**config.mk**
```make
export PLATFORM = sky130hd
export DESIGN_NAME = decodificador_quadratura
export DESIGN_NICKNAME = d
export VERILOG_FILES = /design/src/rtl/quadratura_pkg.sv /design/src/rtl/filtro_entrada.sv /design/src/rtl/decodificador_quadratura.sv
export SDC_FILE = /design/constraint.sdc
export NUM_CORES = 1
export LEC_CHECK = 0
export BUFFER_PORTS_ARGS = -buffer_cell sky130_fd_sc_hd__buf_2
export CORE_AREA = 2 2 39 41
export DETAILED_ROUTE_END_ITERATION = 8
export DIE_AREA = 0 0 41 43
export PLACE_DENSITY = 0.53
export SETUP_SLACK_MARGIN = 0.3
export SYNTH_ARGS = -nofsm -noshare
export SYNTH_HDL_FRONTEND = slang
export SYNTH_HIERARCHICAL = 1
export SYNTH_SLANG_ARGS = --single-unit
```
**constraint.sdc**
```tcl
create_clock -name clk -period 1.1 [get_ports clk]
set_clock_uncertainty 0.05 [all_clocks]
set_input_delay 0.22 -clock clk [delete_from_list [all_inputs] [get_ports clk]]
set_output_delay 0.22 -clock clk [all_outputs]
set_load 0.02 [all_outputs]
```
**src/rtl/quadratura_pkg.sv**
```systemverilog
`default_nettype none
// ============================================================================
// Module   : quadratura_pkg
// Purpose  : Shared definitions for the quadrature decoder: 2-bit phase
//            constants {A,B}, decoder FSM states, filter counter width and
//            helpers that give the next phase in each direction.
// Revision : 1.0 - initial release
// ============================================================================
package quadratura_pkg;

  // Phase word is {A,B}
  localparam logic [1:0] FASE_00 = 2'b00;
  localparam logic [1:0] FASE_10 = 2'b10;
  localparam logic [1:0] FASE_11 = 2'b11;
  localparam logic [1:0] FASE_01 = 2'b01;

  // Width of the per-channel stability counter (holds up to 15)
  localparam int CONT_W = 4;

  typedef enum logic {
    INICIAL = 1'b0,
    ATIVO   = 1'b1
  } estado_t;

  // Forward (A leads B): 00 -> 10 -> 11 -> 01 -> 00
  function automatic logic [1:0] passo_frente(input logic [1:0] fase);
    logic [1:0] prox;
    case (fase)
      FASE_00: prox = FASE_10;
      FASE_10: prox = FASE_11;
      FASE_11: prox = FASE_01;
      default: prox = FASE_00;
    endcase
    return prox;
  endfunction

  // Reverse (B leads A): 00 -> 01 -> 11 -> 10 -> 00
  function automatic logic [1:0] passo_tras(input logic [1:0] fase);
    logic [1:0] prox;
    case (fase)
      FASE_00: prox = FASE_01;
      FASE_01: prox = FASE_11;
      FASE_11: prox = FASE_10;
      default: prox = FASE_00;
    endcase
    return prox;
  endfunction

endpackage
`default_nettype wire

```
**src/rtl/filtro_entrada.sv**
```systemverilog
`default_nettype none
// ============================================================================
// Module   : filtro_entrada
// Purpose  : One encoder channel input path: 2-FF synchronizer followed, when
//            QUAD_FILTER_EN is defined, by a stability filter that only moves
//            its output after FILTRO_CICLOS identical consecutive samples
//            differing from the current value.
// Ports    : clk     - clock
//            rst_n   - asynchronous active-low reset
//            entrada - raw asynchronous channel input
//            saida   - synchronized (and optionally filtered) channel value
//            valido  - high once saida carries a real post-reset sample
// Config   : QUAD_FILTER_EN - enables the stability filter
// Revision : 1.0 - initial release
// ============================================================================
module filtro_entrada
  import quadratura_pkg::*;
#(
  parameter int FILTRO_CICLOS = 4
) (
  input  logic clk,
  input  logic rst_n,
  input  logic entrada,
  output logic saida,
  output logic valido
);

  if (FILTRO_CICLOS < 1 || FILTRO_CICLOS > 15) begin : g_param_invalido
    $error("filtro_entrada: FILTRO_CICLOS must be within 1..15");
  end

  logic       sync_q1;
  logic       sync_q2;
  // Tracks how far real samples have travelled through the synchronizer,
  // so the decoder never treats the reset value of the flops as a phase.
  logic [1:0] sync_vld;

  always_ff @(posedge clk or negedge rst_n) begin
    if (!rst_n) begin
      sync_q1  <= 1'b0;
      sync_q2  <= 1'b0;
      sync_vld <= 2'b00;
    end else begin
      sync_q1  <= entrada;
      sync_q2  <= sync_q1;
      sync_vld <= {sync_vld[0], 1'b1};
    end
  end

`ifdef QUAD_FILTER_EN
  localparam logic [CONT_W-1:0] LIMITE = CONT_W'(FILTRO_CICLOS - 1);

  logic [CONT_W-1:0] contador;
  logic              filtrado;
  logic              carregado;

  always_ff @(posedge clk or negedge rst_n) begin
    if (!rst_n) begin
      contador  <= '0;
      filtrado  <= 1'b0;
      carregado <= 1'b0;
    end else if (!carregado) begin
      // The first valid sample is taken as-is so an encoder resting at 1
      // does not have to "prove" itself against the reset value.
      contador <= '0;
      if (sync_vld[1]) begin
        filtrado  <= sync_q2;
        carregado <= 1'b1;
      end
    end else if (sync_q2 == filtrado) begin
      // Glitch back to the current value restarts the run
      contador <= '0;
    end else if (contador == LIMITE) begin
      filtrado <= sync_q2;
      contador <= '0;
    end else begin
      contador <= contador + 1'b1;
    end
  end

  assign saida  = filtrado;
  assign valido = carregado;
`else
  assign saida  = sync_q2;
  assign valido = sync_vld[1];
`endif

endmodule
`default_nettype wire

```
**src/rtl/decodificador_quadratura.sv**
```systemverilog
`default_nettype none
// ============================================================================
// Module   : decodificador_quadratura
// Purpose  : x4 quadrature decoder. Turns asynchronous A/B encoder channels
//            into one-cycle increment/decrement strobes and flags illegal
//            double-edge transitions.
// Ports    : clk      - clock, rising edge active
//            rst_n    - asynchronous active-low reset
//            canal_a  - encoder channel A (asynchronous)
//            canal_b  - encoder channel B (asynchronous)
//            acrescer - one-cycle increment strobe (registered)
//            decrecer - one-cycle decrement strobe (registered)
//            erro     - one-cycle illegal-transition strobe (registered)
// Config   : QUAD_FILTER_EN - enables the per-channel stability filter
// Revision : 1.0 - initial release
// ============================================================================
module decodificador_quadratura
  import quadratura_pkg::*;
#(
  parameter int FILTRO_CICLOS = 4
) (
  input  logic clk,
  input  logic rst_n,
  input  logic canal_a,
  input  logic canal_b,
  output logic acrescer,
  output logic decrecer,
  output logic erro
);

  logic       a_filt;
  logic       b_filt;
  logic       a_valido;
  logic       b_valido;
  logic [1:0] fase;

  filtro_entrada #(
    .FILTRO_CICLOS (FILTRO_CICLOS)
  ) u_filtro_a (
    .clk     (clk),
    .rst_n   (rst_n),
    .entrada (canal_a),
    .saida   (a_filt),
    .valido  (a_valido)
  );

  filtro_entrada #(
    .FILTRO_CICLOS (FILTRO_CICLOS)
  ) u_filtro_b (
    .clk     (clk),
    .rst_n   (rst_n),
    .entrada (canal_b),
    .saida   (b_filt),
    .valido  (b_valido)
  );

  assign fase = {a_filt, b_filt};

  estado_t    estado;
  estado_t    estado_n;
  logic [1:0] fase_ant;
  logic [1:0] fase_ant_n;
  logic       acrescer_n;
  logic       decrecer_n;
  logic       erro_n;

  always_ff @(posedge clk or negedge rst_n) begin
    if (!rst_n) begin
      estado   <= INICIAL;
      fase_ant <= FASE_00;
      acrescer <= 1'b0;
      decrecer <= 1'b0;
      erro     <= 1'b0;
    end else begin
      estado   <= estado_n;
      fase_ant <= fase_ant_n;
      acrescer <= acrescer_n;
      decrecer <= decrecer_n;
      erro     <= erro_n;
    end
  end

  always_comb begin
    estado_n   = estado;
    fase_ant_n = fase_ant;
    acrescer_n = 1'b0;
    decrecer_n = 1'b0;
    erro_n     = 1'b0;
    case (estado)
      INICIAL: begin
        // Seed the reference phase silently so a non-00 resting position
        // after reset does not look like a transition.
        if (a_valido && b_valido) begin
          fase_ant_n = fase;
          estado_n   = ATIVO;
        end
      end
      ATIVO: begin
        fase_ant_n = fase;
        if (fase == fase_ant) begin
          // no movement
        end else if (fase == passo_frente(fase_ant)) begin
          acrescer_n = 1'b1;
        end else if (fase == passo_tras(fase_ant)) begin
          decrecer_n = 1'b1;
        end else begin
          // Both bits moved at once: direction is unknowable
          erro_n = 1'b1;
        end
      end
      default: begin
        estado_n = INICIAL;
      end
    endcase
  end

endmodule
`default_nettype wire

```
* Yosys cells after proc, flatten, opt, wreduce, memory -nomap -nowiden
Cells that the tools add are included.
Storage, ports and cells: bits of input ports 4, word-level logic and storage cells 43, bits in registers 14
Cells by class: bitwise operators 1, reductions and logical operators 2, equality and inequality tests 7, muxes and demuxes 22
Operators by type and width (number):
- 1-bit two-way mux | 13
- 2-bit two-way mux | 6
- 2-bit case mux with 3 select lines | 2
- 2-bit == test | 3
- 2-bit == test (second input constant) | 2
- 2-bit case mux with 2 select lines | 1
- 2-bit by 1-bit == test with 1-bit output (second input constant) | 1
- 2-bit zero test | 1
- 2-bit != test (second input constant) | 1
- 1-bit logical AND | 1
- 1-bit NOT | 1

* Longest topological paths before layout
depth after elaboration 13, mapped depth 2

* Modules after synthesis
The synthesis kept the hierarchy.
Modules (own cells, without submodules):
- decodificador_quadratura | area each 241.5 um2, cells each 17, instances 1
- filtro_entrada | area each 103.8 um2, cells each 5, instances 2

* Worst setup path after synthesis
Ideal clock, no wire load.
path type reg2reg, start register u_filtro_a.sync_vld[1], end register fase_ant[0], period minus slack after synthesis 1.035 ns, path buffers 0, stages on the path, launching flop included 3, arrival 0.860 ns, setup time 0.125 ns, setup slack 0.065 ns, path through dfrtp_1 -> a21oi_2 -> mux2_2
On the way: longest elaborated chain between the ends 2
RTL lines:
- start: declaration | RTL line filtro_entrada.sv:36 | logic [1:0] sync_vld;
- start signal: assignment | RTL line filtro_entrada.sv:46 | sync_vld <= {sync_vld[0], 1'b1};
- 1-bit logical AND | RTL line decodificador_quadratura.sv:93 | if (a_valido && b_valido) begin
- 2-bit != test (no source line)
- end signal: assignment | RTL line decodificador_quadratura.sv:76 | fase_ant <= fase_ant_n;
- end: declaration | RTL line decodificador_quadratura.sv:61 | logic [1:0] fase_ant;
Every way passes these cells. A chain may end at the register's enable or synchronous reset.

* Worst setup path in the final report
start register u_filtro_b.sync_vld[1], end register fase_ant[0]
On the way: longest elaborated chain between the ends 2
RTL lines (RTL line):
- start: declaration | filtro_entrada.sv:36
- start signal: assignment | filtro_entrada.sv:46
- 1-bit logical AND | decodificador_quadratura.sv:93
- 2-bit != test (no source line)
Every way passes these cells.

==> flow_summary.json <==
{
  "yosys-top-cells-area": "dfrtp_1 (78%), xor2_1 (5.8%), mux2_2 (5.0%)",
  "die_h_um": 43,
  "whs_path_depth": 0,
  "cts_made_buffers": 3,
  "ios": 7,
  "wl_met3_um": 36,
  "arrival_ps": 1170,
  "hold_viol_final": 0,
  "clk_path_buf_depth": 2,
  "worst_ep_required_time_ps": 1210,
  "fmax_mhz": 938,
  "cts_tree": "built",
  "synth.most_common_cell": "dfrtp_1",
  "period_needed_ps": 1070,
  "final_nets": 46,
  "antenna_cells": 0,
  "holdCritPathClass": "flop to flop",
  "drc": 0,
  "core_um2": 1380,
  "clock-sinks": 14,
  "pwr-share-clk_pct": 29.1,
  "p_int_uw": 726,
  "drt_wl_total_um": 563,
  "first_iter_violations": 2,
  "htreeDepth": 1,
  "synth_area_um2": 449,
  "synth_fp_nets": 31,
  "drt-pass1-iter-count": 2,
  "antenna_found_initial": 0,
  "critPathLaunchType": "flop",
  "synthDistinctLibCells": 10,
  "syn2layout_area_growth_pct": 34.5,
  "status": "finished clean",
  "worstSetupPathType": "flop to flop",
  "drv_slew": 0,
  "path_max_fanout": 3,
  "clk_pin_slew_worst_paths_ps": 70,
  "setup_viol": 0,
  "ff2ff_path_depth": 2,
  "wl_per_cell_um": 10.1,
  "ys_warn_count": 6,
  "maxCapViolCount": 0,
  "reg2reg_slack_ps": 30,
  "r2r-end": "fase_ant[0]",
  "track_usage_pct": 10.0,
  "synth_area_per_cell_um2": 16.6,
  "synthCells": 27,
  "synth_enable_flop_cells": 0,
  "clk_latency_ps": 270,
  "swShare_pct": 21.9,
  "worst_r2r_startpoint": "u_filtro_b/sync_vld[1]",
  "grt_max_degree": 15,
  "gr-total-overflow": 0,
  "period_share_pct": 96.9,
  "min_from": "u_filtro_b/sync_q1",
  "power_switching_uw": 203,
  "grt_pass1_wl_um": 1080,
  "final_cells": 56,
  "ir_drop_mv": 0.854,
  "min_to": "u_filtro_b/saida",
  "synth_ff_type": "dfrtp_1",
  "vias": 233,
  "final_util_pct": 43.7,
  "combPwrFrac_pct": 10.2,
  "crit_path_end_kind": "flop",
  "ant_nets": 0,
  "dp_hpwl_um": 385,
  "grt_setup_unrepaired": "yes",
  "routabilityCongestion": 0.686,
  "sequentialPowerShare_pct": 60.7,
  "synth.top_cell.area_share_pct": 78.0,
  "ys_top_cells_by_count": "dfrtp_1 (14), xor2_1 (3), conb_1 (2), mux2_2 (2)",
  "fillCellCount": 136,
  "async_flop_share_pct": 100,
  "rows": 14,
  "initial_core_util_pct": 32.5,
  "synth_area_leader_cell": "dfrtp_1",
  "p_per_area_nw_per_um2": 1540,
  "grt_pass1_vias": 260,
  "synth_seq_cells": 14,
  "dp.cells": 49,
  "avgViaCountPerCell": 4.16,
  "clockRootBuffer": "clkbuf_4",
  "totalNegativeSetupSlack_ps": 0,
  "dieArea_um2": 1760,
  "drive_gt1_share_pct": 37.5,
  "wl_met2_um": 270,
  "die_w_um": 41,
  "ys_seq_area_share_pct": 78.0,
  "wl_met1_um": 239,
  "numPortBuffers": 6,
  "p_leak_uw": 0.000279,
  "dr.max_layer_used": "met4"
}
## power groups by stage
| stage | combinational, uW | clock, uW | sequential, uW |
|---|---|---|---|
| floorplan | 21.8 | 0 | 583 |
| global placement | 66.0 | 0 | 569 |
| detailed placement | 67.1 | 0 | 569 |
| CTS | 96.5 | 284 | 564 |
| global route | 106 | 307 | 569 |
| finish | 94.8 | 270 | 564 |
## metal layers
metal  up-vias  global-route usage (%)
li1        109                       -
met1       113                    10.6
met2         9                    14.4
met3         2                    4.71
met4         0                    8.00
met5         -                       0
## cells in the final DEF, fill, tap and decap left out, drive strengths merged
| cell | n |
|---|---|
| a21oi | 1 |
| and3 | 2 |
| buf | 7 |
| clkbuf | 3 |
| conb | 2 |
| dfrtp | 14 |
| dlygate4sd3 | 3 |
| inv | 1 |
| mux2 | 2 |
| nor3b | 1 |
| xnor2 | 1 |
| xor2 | 3 |
## worst max-delay path, stage by stage (launching register included)
cell and delay (ps):
dfrtp_1 400, a21oi_4 190, mux2_4 310
## sequential cells by signal (all words and copies together) (netlist names)
| name | flops |
|---|---|
| u_filtro_b/sync_vld | 2 |
| u_filtro_a/saida | 1 |
| u_filtro_b/saida | 1 |
| u_filtro_b/sync_q1 | 1 |
| fase_ant | 2 |
| u_filtro_a/sync_vld | 2 |
| decrecer | 1 |
| estado | 1 |
| erro | 1 |
| acrescer | 1 |
| u_filtro_a/sync_q1 | 1 |
## final cells by class
type	instances	area [um^2]	area share, %
well taps	16	20.0	3.31
clock buffers	3	22.5	3.73
inverters	1	3.75	0.621
repair buffers	10	86.3	14.3
multi-input cells	12	121	20.1
flip-flops and latches	14	350	58.0
## what timing repair did
| item | in CTS | in global routing |
|---|---|---|
| endpoints found under the hold margin | 16 | 0 |
| buffers inserted | 1 | 0 |
| gates resized for setup | 10 | 1 |
| pin swaps | 2 | 1 |
| endpoints found under the setup margin | 9 | 9 |
| hold buffers | 3 | 0 |
## metrics by stage
| stage | total power (uW) | area, um^2 | worst slack [ps] | hold slack, ps |
|---|---|---|---|---|
| 2_1_floorplan | 605 | 449 | 65.0 | -126 |
| 3_3_place_gp | 635 | 499 | 20.2 | 70.3 |
| 3_5_place_dp | 636 | 499 | -5.15 | 79.4 |
| 4_1_cts | 944 | 597 | 16.2 | 303 |
| 5_1_grt | 982 | 604 | -20.8 | 315 |
| 6_report | 930 | 604 | 34.2 | 301 |
## logic make-up after synthesis
family / count (synthesis) / share of synthesized area [%]
flip-flops: 14 / 78.0
AND/OR/NAND/NOR: 3 / 4.74
AO/OA/AOI/OAI: 1 / 1.95
buffers and inverters: 1 / 0.835
XOR/XNOR: 4 / 7.80
multiplexers: 2 / 5.01
other: 2 / 1.67
## worst max-delay path by stage
| stage | from | end | slack (ps) |
|---|---|---|---|
| 4_1_cts | u_filtro_b/sync_vld[1] | fase_ant[0] | 20 |
| 6_report | u_filtro_b/sync_vld[1] | fase_ant[0] | 30 |
| 3_5_place_dp | estado | fase_ant[0] | -5 |
| 2_1_floorplan | u_filtro_a/sync_vld[1] | fase_ant[0] | 60 |
| 5_1_grt | u_filtro_b/sync_vld[1] | fase_ant[0] | -20 |
| 3_3_place_gp | estado | fase_ant[0] | 20 |
Power figures use the tool's default switching activity.
